$ cat src/rtl/alu_operand_stage_if.sv
// ID/EX operand-stage bus: decoded ID bundle, forwarding sources and the ALU-facing EX outputs.
// The master drives the ID and forwarding side; the slave (the stage itself) drives the EX side.
interface alu_operand_stage_if #(
  parameter int DATA_W = 32,
  parameter int REG_AW = 5
);
  logic              id_valid;
  logic [3:0]        id_alu_op;
  logic [REG_AW-1:0] id_rs;
  logic [REG_AW-1:0] id_rt;
  logic [DATA_W-1:0] id_rs_data;
  logic [DATA_W-1:0] id_rt_data;
  logic [DATA_W-1:0] id_imm;
  logic              id_use_imm;
  logic [4:0]        id_shamt;
  logic [REG_AW-1:0] id_rd;
  logic              id_reg_write;
  logic              id_mem_read;
  logic              flush;
  logic              exm_reg_write;
  logic [REG_AW-1:0] exm_rd;
  logic [DATA_W-1:0] exm_result;
  logic              mw_reg_write;
  logic [REG_AW-1:0] mw_rd;
  logic [DATA_W-1:0] mw_result;
  logic              stall_id;
  logic              ex_valid;
  logic [3:0]        alu_op;
  logic [DATA_W-1:0] alu_in1;
  logic [DATA_W-1:0] alu_in2;
  logic [REG_AW-1:0] ex_rd;
  logic              ex_reg_write;
  logic              ex_mem_read;
  logic              ex_illegal_op;

  modport master (
    output id_valid, id_alu_op, id_rs, id_rt, id_rs_data, id_rt_data, id_imm,
           id_use_imm, id_shamt, id_rd, id_reg_write, id_mem_read, flush,
           exm_reg_write, exm_rd, exm_result, mw_reg_write, mw_rd, mw_result,
    input  stall_id, ex_valid, alu_op, alu_in1, alu_in2, ex_rd, ex_reg_write,
           ex_mem_read, ex_illegal_op
  );

  modport slave (
    input  id_valid, id_alu_op, id_rs, id_rt, id_rs_data, id_rt_data, id_imm,
           id_use_imm, id_shamt, id_rd, id_reg_write, id_mem_read, flush,
           exm_reg_write, exm_rd, exm_result, mw_reg_write, mw_rd, mw_result,
    output stall_id, ex_valid, alu_op, alu_in1, alu_in2, ex_rd, ex_reg_write,
           ex_mem_read, ex_illegal_op
  );
endinterface

$ cat src/rtl/alu_operand_stage.sv
// ID/EX register for the MIPS ALU: latches the decoded bundle, resolves forwarded operands,
// detects load-use hazards (stall + bubble), honours flush and flags illegal opcodes.
module alu_operand_stage #(
  parameter int DATA_W = 32,
  parameter int REG_AW = 5
) (
  input  logic               clk,
  input  logic               rst,
  alu_operand_stage_if.slave bus
);

  logic              ex_valid_q, ex_valid_d;
  logic [3:0]        op_q, op_d;
  logic [REG_AW-1:0] rs_q, rs_d;
  logic [REG_AW-1:0] rt_q, rt_d;
  logic [DATA_W-1:0] rs_data_q, rs_data_d;
  logic [DATA_W-1:0] rt_data_q, rt_data_d;
  logic [DATA_W-1:0] imm_q, imm_d;
  logic              use_imm_q, use_imm_d;
  logic [4:0]        shamt_q, shamt_d;
  logic [REG_AW-1:0] rd_q, rd_d;
  logic              reg_write_q, reg_write_d;
  logic              mem_read_q, mem_read_d;

  logic              stall;
  logic              illegal;
  logic              is_shift;
  logic [DATA_W-1:0] fwd_rs;
  logic [DATA_W-1:0] fwd_rt;

  function automatic logic [DATA_W-1:0] fwd_sel(
    input logic [REG_AW-1:0] src,
    input logic [DATA_W-1:0] rf_data,
    input logic              exm_we,
    input logic [REG_AW-1:0] exm_rd,
    input logic [DATA_W-1:0] exm_res,
    input logic              mw_we,
    input logic [REG_AW-1:0] mw_rd,
    input logic [DATA_W-1:0] mw_res
  );
    logic [DATA_W-1:0] r;
    if (src == '0)                        r = '0;
    else if (exm_we && (exm_rd == src))   r = exm_res;
    else if (mw_we && (mw_rd == src))     r = mw_res;
    else                                  r = rf_data;
    return r;
  endfunction

  // Load-use hazard: a load in EX whose destination feeds the instruction waiting in ID
  assign stall = bus.id_valid & ex_valid_q & mem_read_q & (rd_q != '0) &
                 ((rd_q == bus.id_rs) | ((rd_q == bus.id_rt) & ~bus.id_use_imm));

  always_comb begin
    ex_valid_d  = ex_valid_q;
    op_d        = op_q;
    rs_d        = rs_q;
    rt_d        = rt_q;
    rs_data_d   = rs_data_q;
    rt_data_d   = rt_data_q;
    imm_d       = imm_q;
    use_imm_d   = use_imm_q;
    shamt_d     = shamt_q;
    rd_d        = rd_q;
    reg_write_d = reg_write_q;
    mem_read_d  = mem_read_q;
    if (bus.flush || stall) begin
      ex_valid_d = 1'b0;
    end else begin
      ex_valid_d  = bus.id_valid;
      op_d        = bus.id_alu_op;
      rs_d        = bus.id_rs;
      rt_d        = bus.id_rt;
      rs_data_d   = bus.id_rs_data;
      rt_data_d   = bus.id_rt_data;
      imm_d       = bus.id_imm;
      use_imm_d   = bus.id_use_imm;
      shamt_d     = bus.id_shamt;
      rd_d        = bus.id_rd;
      reg_write_d = bus.id_reg_write;
      mem_read_d  = bus.id_mem_read;
    end
  end

  always_ff @(posedge clk or posedge rst) begin
    if (rst) begin
      ex_valid_q  <= 1'b0;
      op_q        <= '0;
      rs_q        <= '0;
      rt_q        <= '0;
      rs_data_q   <= '0;
      rt_data_q   <= '0;
      imm_q       <= '0;
      use_imm_q   <= 1'b0;
      shamt_q     <= '0;
      rd_q        <= '0;
      reg_write_q <= 1'b0;
      mem_read_q  <= 1'b0;
    end else begin
      ex_valid_q  <= ex_valid_d;
      op_q        <= op_d;
      rs_q        <= rs_d;
      rt_q        <= rt_d;
      rs_data_q   <= rs_data_d;
      rt_data_q   <= rt_data_d;
      imm_q       <= imm_d;
      use_imm_q   <= use_imm_d;
      shamt_q     <= shamt_d;
      rd_q        <= rd_d;
      reg_write_q <= reg_write_d;
      mem_read_q  <= mem_read_d;
    end
  end

  // EX stage: forwarding uses the EX-resident source numbers against the live downstream stages
  assign fwd_rs = fwd_sel(rs_q, rs_data_q, bus.exm_reg_write, bus.exm_rd, bus.exm_result,
                          bus.mw_reg_write, bus.mw_rd, bus.mw_result);
  assign fwd_rt = fwd_sel(rt_q, rt_data_q, bus.exm_reg_write, bus.exm_rd, bus.exm_result,
                          bus.mw_reg_write, bus.mw_rd, bus.mw_result);

  assign is_shift = (op_q == 4'd6) || (op_q == 4'd7);
  assign illegal  = ex_valid_q & (op_q > 4'd9);

  assign bus.stall_id      = stall;
  assign bus.ex_valid      = ex_valid_q;
  assign bus.alu_op        = op_q;
  assign bus.alu_in1       = is_shift ? fwd_rt : fwd_rs;
  assign bus.alu_in2       = is_shift ? {{(DATA_W-5){1'b0}}, shamt_q}
                                      : (use_imm_q ? imm_q : fwd_rt);
  assign bus.ex_rd         = rd_q;
  assign bus.ex_reg_write  = reg_write_q & ex_valid_q & ~illegal;
  assign bus.ex_mem_read   = mem_read_q & ex_valid_q;
  assign bus.ex_illegal_op = illegal;

endmodule

$ cat src/flat_wrapper.sv
// flat-port wrapper written by rule: the top's interface ports become plain ports
module alu_operand_stage_flat 
#(
  parameter int DATA_W = 32,
  parameter int REG_AW = 5
)
  (clk, rst, bus_id_valid, bus_id_alu_op, bus_id_rs, bus_id_rt, bus_id_rs_data, bus_id_rt_data, bus_id_imm, bus_id_use_imm, bus_id_shamt, bus_id_rd, bus_id_reg_write, bus_id_mem_read, bus_flush, bus_exm_reg_write, bus_exm_rd, bus_exm_result, bus_mw_reg_write, bus_mw_rd, bus_mw_result, bus_stall_id, bus_ex_valid, bus_alu_op, bus_alu_in1, bus_alu_in2, bus_ex_rd, bus_ex_reg_write, bus_ex_mem_read, bus_ex_illegal_op);
  alu_operand_stage_if #(.DATA_W(DATA_W), .REG_AW(REG_AW)) bus_i ();
  input  logic clk;
  input  logic rst;
  input wire logic [$bits(bus_i.id_valid)-1:0] bus_id_valid;
  input wire logic [$bits(bus_i.id_alu_op)-1:0] bus_id_alu_op;
  input wire logic [$bits(bus_i.id_rs)-1:0] bus_id_rs;
  input wire logic [$bits(bus_i.id_rt)-1:0] bus_id_rt;
  input wire logic [$bits(bus_i.id_rs_data)-1:0] bus_id_rs_data;
  input wire logic [$bits(bus_i.id_rt_data)-1:0] bus_id_rt_data;
  input wire logic [$bits(bus_i.id_imm)-1:0] bus_id_imm;
  input wire logic [$bits(bus_i.id_use_imm)-1:0] bus_id_use_imm;
  input wire logic [$bits(bus_i.id_shamt)-1:0] bus_id_shamt;
  input wire logic [$bits(bus_i.id_rd)-1:0] bus_id_rd;
  input wire logic [$bits(bus_i.id_reg_write)-1:0] bus_id_reg_write;
  input wire logic [$bits(bus_i.id_mem_read)-1:0] bus_id_mem_read;
  input wire logic [$bits(bus_i.flush)-1:0] bus_flush;
  input wire logic [$bits(bus_i.exm_reg_write)-1:0] bus_exm_reg_write;
  input wire logic [$bits(bus_i.exm_rd)-1:0] bus_exm_rd;
  input wire logic [$bits(bus_i.exm_result)-1:0] bus_exm_result;
  input wire logic [$bits(bus_i.mw_reg_write)-1:0] bus_mw_reg_write;
  input wire logic [$bits(bus_i.mw_rd)-1:0] bus_mw_rd;
  input wire logic [$bits(bus_i.mw_result)-1:0] bus_mw_result;
  output wire logic [$bits(bus_i.stall_id)-1:0] bus_stall_id;
  output wire logic [$bits(bus_i.ex_valid)-1:0] bus_ex_valid;
  output wire logic [$bits(bus_i.alu_op)-1:0] bus_alu_op;
  output wire logic [$bits(bus_i.alu_in1)-1:0] bus_alu_in1;
  output wire logic [$bits(bus_i.alu_in2)-1:0] bus_alu_in2;
  output wire logic [$bits(bus_i.ex_rd)-1:0] bus_ex_rd;
  output wire logic [$bits(bus_i.ex_reg_write)-1:0] bus_ex_reg_write;
  output wire logic [$bits(bus_i.ex_mem_read)-1:0] bus_ex_mem_read;
  output wire logic [$bits(bus_i.ex_illegal_op)-1:0] bus_ex_illegal_op;
  assign bus_i.id_valid = bus_id_valid;
  assign bus_i.id_alu_op = bus_id_alu_op;
  assign bus_i.id_rs = bus_id_rs;
  assign bus_i.id_rt = bus_id_rt;
  assign bus_i.id_rs_data = bus_id_rs_data;
  assign bus_i.id_rt_data = bus_id_rt_data;
  assign bus_i.id_imm = bus_id_imm;
  assign bus_i.id_use_imm = bus_id_use_imm;
  assign bus_i.id_shamt = bus_id_shamt;
  assign bus_i.id_rd = bus_id_rd;
  assign bus_i.id_reg_write = bus_id_reg_write;
  assign bus_i.id_mem_read = bus_id_mem_read;
  assign bus_i.flush = bus_flush;
  assign bus_i.exm_reg_write = bus_exm_reg_write;
  assign bus_i.exm_rd = bus_exm_rd;
  assign bus_i.exm_result = bus_exm_result;
  assign bus_i.mw_reg_write = bus_mw_reg_write;
  assign bus_i.mw_rd = bus_mw_rd;
  assign bus_i.mw_result = bus_mw_result;
  assign bus_stall_id = bus_i.stall_id;
  assign bus_ex_valid = bus_i.ex_valid;
  assign bus_alu_op = bus_i.alu_op;
  assign bus_alu_in1 = bus_i.alu_in1;
  assign bus_alu_in2 = bus_i.alu_in2;
  assign bus_ex_rd = bus_i.ex_rd;
  assign bus_ex_reg_write = bus_i.ex_reg_write;
  assign bus_ex_mem_read = bus_i.ex_mem_read;
  assign bus_ex_illegal_op = bus_i.ex_illegal_op;
  alu_operand_stage #(.DATA_W(DATA_W), .REG_AW(REG_AW)) u_core (.clk(clk), .rst(rst), .bus(bus_i));
endmodule
$ cat config.mk
export PLATFORM = sky130hd
export DESIGN_NAME = alu_operand_stage_flat
export DESIGN_NICKNAME = d
export VERILOG_FILES = /design/src/rtl/alu_operand_stage_if.sv /design/src/rtl/alu_operand_stage.sv /design/src/flat_wrapper.sv
export SDC_FILE = /design/constraint.sdc
export NUM_CORES = 1
export LEC_CHECK = 0
export CAP_MARGIN = 20
export CORE_ASPECT_RATIO = 0.6
export CORE_UTILIZATION = 41
export DETAILED_ROUTE_END_ITERATION = 8
export HOLD_SLACK_MARGIN = 0.06
export PLACE_DENSITY_LB_ADDON = 0.2
export SETUP_SLACK_MARGIN = 0.1
export SLEW_MARGIN = 20
export SYNTH_ARGS = -nofsm -noshare
export SYNTH_HDL_FRONTEND = slang
export SYNTH_SLANG_ARGS = --single-unit
$ cat constraint.sdc
create_clock -name clk -period 4.2 [get_ports clk]
set_input_delay 0.84 -clock clk [delete_from_list [all_inputs] [get_ports clk]]
set_output_delay 0.84 -clock clk [all_outputs]
set_load 0.01 [all_outputs]
### Word level (Yosys, flattened, before mapping)

Index checks and enable logic that the tools add are counted.

* eq/ne operators: 8
* bitwise operators: 12
* order comparisons: 1
* reduce and logical (&&, ||, !) cells: 9
* mux-type cells: 10

Operator list (number)
* two-way mux 32 bit: 9
* == test 5 bit: 6
* logical NOT 5 bit: 2
* AND 1 bit: 9
* == test 4 x 3 -> 1 bit (second input constant): 2
* nonzero test 5 bit: 1
* > comparator 4 bit (second input constant): 1
* logical AND 1 bit: 4
* logical OR 1 bit: 2
* inverter 1 bit: 2
* two-way mux 1 bit: 1
* OR 1 bit: 1

* word-level logic and storage cells: 52
* output and inout bits: 78
* input port bits: 203
* register bits: 124

### Longest topological paths before layout

Gate-level depths: netlist of run 1.

* word-level depth: 7
* depth in mapped cells: 7
* depth with buffers taken out: 5

### Worst setup path after synthesis of run 1

No wires, ideal clock.

* kind: in2out
* start: input port bus_mw_rd[4]
* end: output port bus_alu_in2[11]
* data required time: 3360 ps
* stages: 7
* slack: 1106 ps
* arrival time: 2254 ps
* path buffers: 2
* path through: xnor2_1 > and4_1 > clkbuf_1 > nand3_2 > clkbuf_1 > a211oi_1 > o21ai_0

* longest elaborated chain between the ends: 7

Ends and longest elaborated chain
* start, declared: line flat_wrapper.sv:28 `input wire logic [$bits(bus_i.mw_rd)-1:0] bus_mw_rd;`
* == test 5 bit: line alu_operand_stage.sv:44 `else if (mw_we && (mw_rd == src)) r = mw_res;`
* logical AND 1 bit: line alu_operand_stage.sv:44
* two-way mux 32 bit: line alu_operand_stage.sv:44
* two-way mux 32 bit: line alu_operand_stage.sv:43 `else if (exm_we && (exm_rd == src)) r = exm_res;`
* two-way mux 32 bit: line alu_operand_stage.sv:42 `if (src == '0) r = '0;`
* two-way mux 32 bit: line alu_operand_stage.sv:128 `: (use_imm_q ? imm_q : fwd_rt);`
* two-way mux 32 bit: line alu_operand_stage.sv:127 `assign bus.alu_in2 = is_shift ? {{(DATA_W-5){1'b0}}, shamt_q}`
* end, declared: line flat_wrapper.sv:34 `output wire logic [$bits(bus_i.alu_in2)-1:0] bus_alu_in2;`

No other way between the ends.

### Worst setup path after layout of run 1

* start: input port bus_mw_rd[4]
* end: output port bus_alu_in2[21]

Same word-level chain as after synthesis.

==> metrics.txt, run 1 <==
Max-cap violations 0; share of layout cells above drive strength 1 23.4%; endpoints failing setup 0; drt drc 0; Worst Tran Pin Value ~0.68 ns; Ports around 280; status complete, no violations; Clock transition at path regs 0.06 ns; Final GP Congestion 0.887; Crit. End Element primary output; Lkg Pwr slightly below 0.005 uW; Total Routing Usage GR about 29%; drt total wl between 20 and 30 mm; final hold viol count 0; routing usage on met3 6.42%; synthesized cell area 0.00754 mm2; post-place setup slack -0.00366 ns; Site Rows 37; CP Class input port to primary output; Yosys top cell area share between 40% and 50%; vias in the first global route 7154; Die Span Y between 100 and 150 um; GRT overflow 0; Synth-to-Final Area Change 55.3%; Syn Inst Count 741; Core Area 0.0175 mm2; Slew HR 54.5%; drt via density 5.72; Synthesized Nets 944; CTS Sinks ~120; crit path DAT between 3 and 4 ns; Synth area leaders dfrtp_1 41%, mux2_4 12%, mux2_2 9.6%; Initial DRT Pass Iterations 5; Final Slew Violations 0; Max Fanout on Critical Path 15; achievable frequency about 240 MHz; R2R Path Start u_core.bus.ex_rd[2]; fin crit share ~98%; initial antenna violation count 1; first-pass GRT wire length 40.9 mm; Die Wd ~180 um; syn avg cell area 10.2 um2; Final nets 1222; most frequent cells in the layout 266 x clkdlybuf4s50_1, 124 x dfrtp_1, 108 x o21ai_0; Unique masters post-synth 37; Clock Path Buffers 2; PnR worst setup slack 0.0970 ns; worst ir drop on vdd approximately 0.00028 V; starting density of the core 43.0%; PortBufs between 200 and 300; largest net degree at the start of global routing approximately 130; gr busiest metal met1; Tightest Hold Check Type flop to flop; Die Footprint 0.0189 mm2; via count 7236; Synth Register Bits 124; overall power between 4000 and 5000 uW; post-route ant nets 0; crit path time final ~4 ns; worst path required time about 3.4 ns; pwr/cell area 355 mW/mm2; CTS tree built; clk_skew 0.00945 ns; Total Neg Setup Slack 0 ns; Syn. warnings 0; htree depth 4; met1 GRT Util 42.2%; clock root buffer clkbuf_16; post-DP HPWL between 15 and 20 mm; First DRT Iteration DRCs 625; post-synthesis sequential area ratio 41.2%; n_diodes 0; wire length per cell between 20 and 25 um; clk_lat worst skew 0.41 ns; commonest non-fill, non-tap cell in the layout clkdlybuf4s50_1; cell taking the most area after synthesis dfrtp_1; Worst Setup SP bus_mw_rd[4]; Setup crit start kind input port; CTS buffer count 17; met2 Use GR 41.7%; Hold Path Origin u_core.mem_read_q; RSZ-0062 raised after global routing yes
==> worst max-delay path: stages <==
cell and delay, ns:
clkdlybuf4s50_1 0.47, xnor2_1 0.24, and4_2 0.30, nand3_2 0.15, buf_12 0.22, a211oi_1 0.28, buf_4 0.17, o21ai_0 0.09
clkdlybuf4s50_1 0.49
==> cells in the mapped netlist <==
| cell type | number |
|---|---|
| a211oi_1 | 59 |
| o2bb2ai_1 | 5 |
| or2_2 | 1 |
| nand3b_1 | 1 |
| nand3_2 | 1 |
| nor3_1 | 32 |
| dfrtp_1 | 124 |
| nand2_1 | 41 |
| clkbuf_1 | 49 |
| nand4_1 | 8 |
| o21ai_1 | 3 |
| and4_1 | 1 |
| o22a_1 | 5 |
| or4_1 | 3 |
| nor4_1 | 1 |
| o21ai_0 | 116 |
| o31ai_1 | 5 |
| o32a_1 | 1 |
| o21ba_2 | 1 |
| and2_1 | 3 |
| mux2_2 | 64 |
| xor2_1 | 9 |
| xnor2_1 | 21 |
| and2_0 | 1 |
| a31oi_1 | 10 |
| inv_1 | 30 |
| o21bai_2 | 1 |
| nor2_1 | 6 |
| nor4_2 | 1 |
| buf_6 | 7 |
| o22ai_1 | 27 |
| and3_1 | 34 |
| o211ai_2 | 1 |
| mux2_4 | 59 |
| o21a_1 | 1 |
| nand3_1 | 2 |
| buf_2 | 7 |
==> cells by family after synthesis <==
| kind of cell | after synthesis | share of synthesized area, % |
|---|---|---|
| and+or+nand+nor | 136 | 9.40 |
| DFF | 124 | 41.2 |
| muxes | 123 | 21.3 |
| xor gates and xnor gates | 30 | 3.49 |
| buffers and inverters | 93 | 5.44 |
| AOI/OAI and AO/OA | 235 | 19.2 |
==> per-layer routing <==
metal / wire length, um / share of wire, % / vias up
met1: 12900 / 48 / 3541
met3: 2240 / 8.3 / 28
met4: 354 / 1.3 / 0
met2: 11500 / 43 / 372
met5: 0 / 0 / -
li1: - / - / 3295
==> worst paths after layout <==
| kind | to | slack, ns | cells after the start |
|---|---|---|---|
| worst min-delay path | u_core.mem_read_q | 0.50 | 1 |
| max in group asynchronous | u_core.imm_q[23] | 2.68 | 3 |
| worst max-delay path | bus_alu_in2[21] | 0.1 | 9 |
| min in group asynchronous | u_core.rs_q[1] | 1.02 | 3 |
| worst max register to register | u_core.imm_q[1] | 1.67 | 6 |
| worst min register to register | u_core.mem_read_q | 0.50 | 1 |
==> state kept, by name (all words and copies together) (netlist names) <==
register             flops
u_core.use_imm_q         1
u_core.bus.alu_op        4
u_core.rs_q              5
u_core.bus.ex_valid      1
u_core.rs_data_q        32
u_core.rt_q              5
u_core.reg_write_q       1
u_core.shamt_q           5
u_core.imm_q            32
u_core.bus.ex_rd         5
u_core.mem_read_q        1
u_core.rt_data_q        32
==> layout make-up <==
type,instances,area [um2]
Sequential cell,124,3100
Clock buffer,22,464
Inverter,30,116
Fill cell,1377,5840
Timing Repair Buffer,322,3330
Multi-Input combinational cell,524,4280
Clock inverter,10,115
Tap cell,234,293
==> power by group <==
part,internal (uW),leakage (uW),switching (uW)
logic,727,0.00322,547
registers,1320,0.00145,96.1
clock network,905,0.000277,560
total,2950,0.00494,1200
==> timing repair <==
| action | CTS | global route |
|---|---|---|
| endpoints found under the setup margin | 36 | 61 |
| pin swaps | 0 | 6 |
| buffers inserted | 0 | 4 |
| resized for setup | 10 | 62 |
| hold buffers | 0 | 0 |
==> stage by stage <==
stage | util (%) | instance area, um2 | instances | hold slack [ns]
global placement | 61.6 | 10800 | 1230 | 0.482
CTS | 65.1 | 11400 | 1262 | 0.500
global route | 66.7 | 11700 | 1266 | 0.523
detailed placement | 61.6 | 10800 | 1230 | 0.487
floorplan | - | 7540 | 741 | 0.471
finish | 66.7 | 11700 | 1266 | 0.499
No activity file was read; power rests on OpenSTA's default activity.
==> inputs of run 2 (changes only) <==
--- a/config.mk
+++ b/config.mk
@@ -5,9 +5,8 @@
 export SDC_FILE = /design/constraint.sdc
 export NUM_CORES = 1
 export LEC_CHECK = 0
-export CAP_MARGIN = 20
 export CORE_ASPECT_RATIO = 0.6
-export CORE_UTILIZATION = 41
+export CORE_UTILIZATION = 38
 export DETAILED_ROUTE_END_ITERATION = 8
 export HOLD_SLACK_MARGIN = 0.06
 export PLACE_DENSITY_LB_ADDON = 0.2
==> metrics.txt, run 2 (synthesis results as in run 1) <==
CP Class input port to primary output; Net Sw Power 1240 uW (+3.0%); First DRT Iteration DRCs 494 (-21%); largest net degree at the start of global routing 125 (unchanged); Core Area 0.0192 mm2 (+9.6%); CTS buffer count 17 (unchanged); Setup crit start kind input port; drt via density 5.56 (-2.7%); Tightest Hold Check Type flop to flop; Final Slew Violations 0 (unchanged); overall power 4310 uW (+3.8%); post-place setup slack -0.00334 ns (+0.000318 ns); first-pass GRT wire length 42.4 mm (+3.8%); htree depth 4 (unchanged); clock root buffer clkbuf_16; Lkg Pwr 0.00494 uW (-0.12%); crit path DAT 3.22 ns (-0.04 ns); commonest non-fill, non-tap cell in the layout clkdlybuf4s50_1; final hold viol count 0 (unchanged); crit path time final 4.06 ns (-0.0405 ns); wire length on met3 2.65 mm (+18%); share of layout cells above drive strength 1 23.3% (-0.19 points); worst path required time 3.36 ns (about the same); clk_lat worst skew 0.43 ns (+0.02 ns); Max-cap violations 0 (unchanged); PnR worst setup slack 0.137 ns (+0.0405 ns); fin cells 1298 (+2.5%); n_diodes 0 (unchanged); achievable frequency 246 MHz (+1.0%); Final nets 1222 (unchanged); vias in the first global route 7297 (+2.0%); Synth-to-Final Area Change 55.8%; Switching Share 28.7% (-0.23 points); PortBufs 280 (unchanged); clk_skew 0.00885 ns (-0.000602 ns); metal2 WL 11.5 mm (-0.11%); status complete, no violations; post-route ant nets 0 (unchanged); R2R Setup Slk 1.74 ns (+0.07 ns); Die Wd 184 um (+3.8%); Total Routing Usage GR 27.4% (-1.2 points); Slew HR 52.9% (-1.6 points); clock share of power 37.6% (+2.3 points); Total Neg Setup Slack 0 ns (unchanged); Clock Path Buffers 2 (unchanged); Gate power share 29.6% (-1.1 points); CTS tree built; via count 7221 (-0.21%); Initial DRT Pass Iterations 5 (unchanged); Die Span Y 111 um (+3.8%); Hold Path Origin u_core.mem_read_q; R2R Path Start u_core.bus.ex_rd[2]; drt total wl 27.7 mm (+2.6%); CTS Hold Bufs 0 (unchanged); Site Rows 39 (+5.4%); sequential share of power 32.7% (-1.3 points); Crit. End Element primary output; Ports 281 (unchanged); Regs by FF count u_core.imm_q: 32 flops, u_core.rs_data_q: 32 flops, u_core.rt_data_q: 32 flops; wire length per cell 21.4 um (about the same); drt drc 0 (unchanged); Die Footprint 0.0204 mm2 (+7.8%); Fin Hold WS 0.498 ns (-0.00119 ns); worst ir drop on vdd 0.000279 V (+0.51%); most frequent cells in the layout 269 x clkdlybuf4s50_1, 124 x dfrtp_1, 110 x o21ai_0; Int Pwr 3070 uW (+4.2%); endpoints failing setup 0 (unchanged); post-DP HPWL 19.4 mm (+1.3%); starting density of the core 39.2% (-3.8 points); Clock transition at path regs 0.06 ns (about the same); CTS Sinks 124 (unchanged); Worst Setup SP bus_exm_rd[3]; Placed Cells 1259 (+2.4%); initial antenna violation count 1 (unchanged); M1 WL 13.1 mm (+1.5%); pwr/cell area 367 mW/mm2 (+3.5%); Max Fanout on Critical Path 7 (-8); fin crit share 96.7% (-0.96 points); RSZ-0062 raised after global routing yes; Final GP Congestion 0.827 (-6.8%); GRT overflow 0 (unchanged); fillcell total 1599 (+16%); Worst Tran Pin Value 0.706 ns (+0.0237 ns); highest metal used met5
[run 2: cell types whose count changed in the layout (fill, tap and decap cells not counted), sizes merged]
cell           delta
buf               -1
bufinv            +2
clkbuf            -2
clkdlybuf4s50     +3
clkinv            -1
dlymetal6s2s      -3
inv               +2
[run 2: final cells by class]
cell class / instances / area [um2] / share of cell area, %
Sequential cell: 124 / 3100 / 26.4
Inverter: 30 / 116 / 0.991
Timing Repair Buffer: 322 / 3320 / 28.3
Multi-Input combinational cell: 524 / 4230 / 36.0
Clock buffer: 19 / 453 / 3.86
Clock inverter: 13 / 188 / 1.60
Tap cell: 266 / 333 / 2.83
[run 2: timing repair]
item                       in CTS  in global routing
setup endpoints to repair      41                 62
cloned                          0                  1
pin swaps                       1                  6
gates resized for setup        17                 43
buffers inserted                0                  6
[run 2: path summary, 6_finish.rpt]
check / end / cells after the start
worst max register to register: u_core.rs_data_q[31] / 6
worst min register to register: u_core.mem_read_q / 1
min in group asynchronous: u_core.bus.ex_rd[4] / 3
worst min-delay path: u_core.mem_read_q / 1
worst max-delay path: bus_alu_in2[2] / 9
max in group asynchronous: u_core.rs_data_q[15] / 3
[run 2: power by group through the flow]
stage               logic (uW)  clock network (uW)  registers [uW]
global route              1360                1700            1430
finish                    1280                1620            1410
CTS                       1260                1650            1410
global placement          1220                   0            1420
floorplan                  587                   0            1400
detailed placement        1240                   0            1420
[run 2: worst max-delay path, cell delays in order]
cell	delay, ns
clkdlybuf4s50_1	0.53
xnor2_1	0.15
nand4_1	0.11
buf_4	0.17
or2_4	0.27
buf_4	0.15
a31oi_1	0.25
o22a_1	0.19
clkdlybuf4s50_1	0.55
[run 2: layer usage]
metal | vias up | global-route usage, %
li1 | 3304 | -
met1 | 3534 | 39.2
met2 | 340 | 38.9
met3 | 41 | 8.57
met4 | 2 | 8.89
met5 | - | 0
[run 2: per-stage QoR]
step / utilization [%] / cell area (um2)
3_5_place_dp: 56.2 / 10800
3_3_place_gp: 56.0 / 10800
6_report: 61.1 / 11700
2_1_floorplan: - / 7540
5_1_grt: 61.1 / 11700
4_1_cts: 59.9 / 11500
==> inputs of run 3 (changes only) <==
--- a/config.mk
+++ b/config.mk
@@ -7,6 +7,7 @@
 export LEC_CHECK = 0
 export CORE_ASPECT_RATIO = 0.6
 export CORE_UTILIZATION = 38
+export CTS_BUF_LIST = sky130_fd_sc_hd__clkbuf_8 sky130_fd_sc_hd__clkbuf_16
 export DETAILED_ROUTE_END_ITERATION = 8
 export HOLD_SLACK_MARGIN = 0.06
 export PLACE_DENSITY_LB_ADDON = 0.2
==> results of run 3 <==
Same layout as run 2: the final DEF is identical, and so are final timing and power.
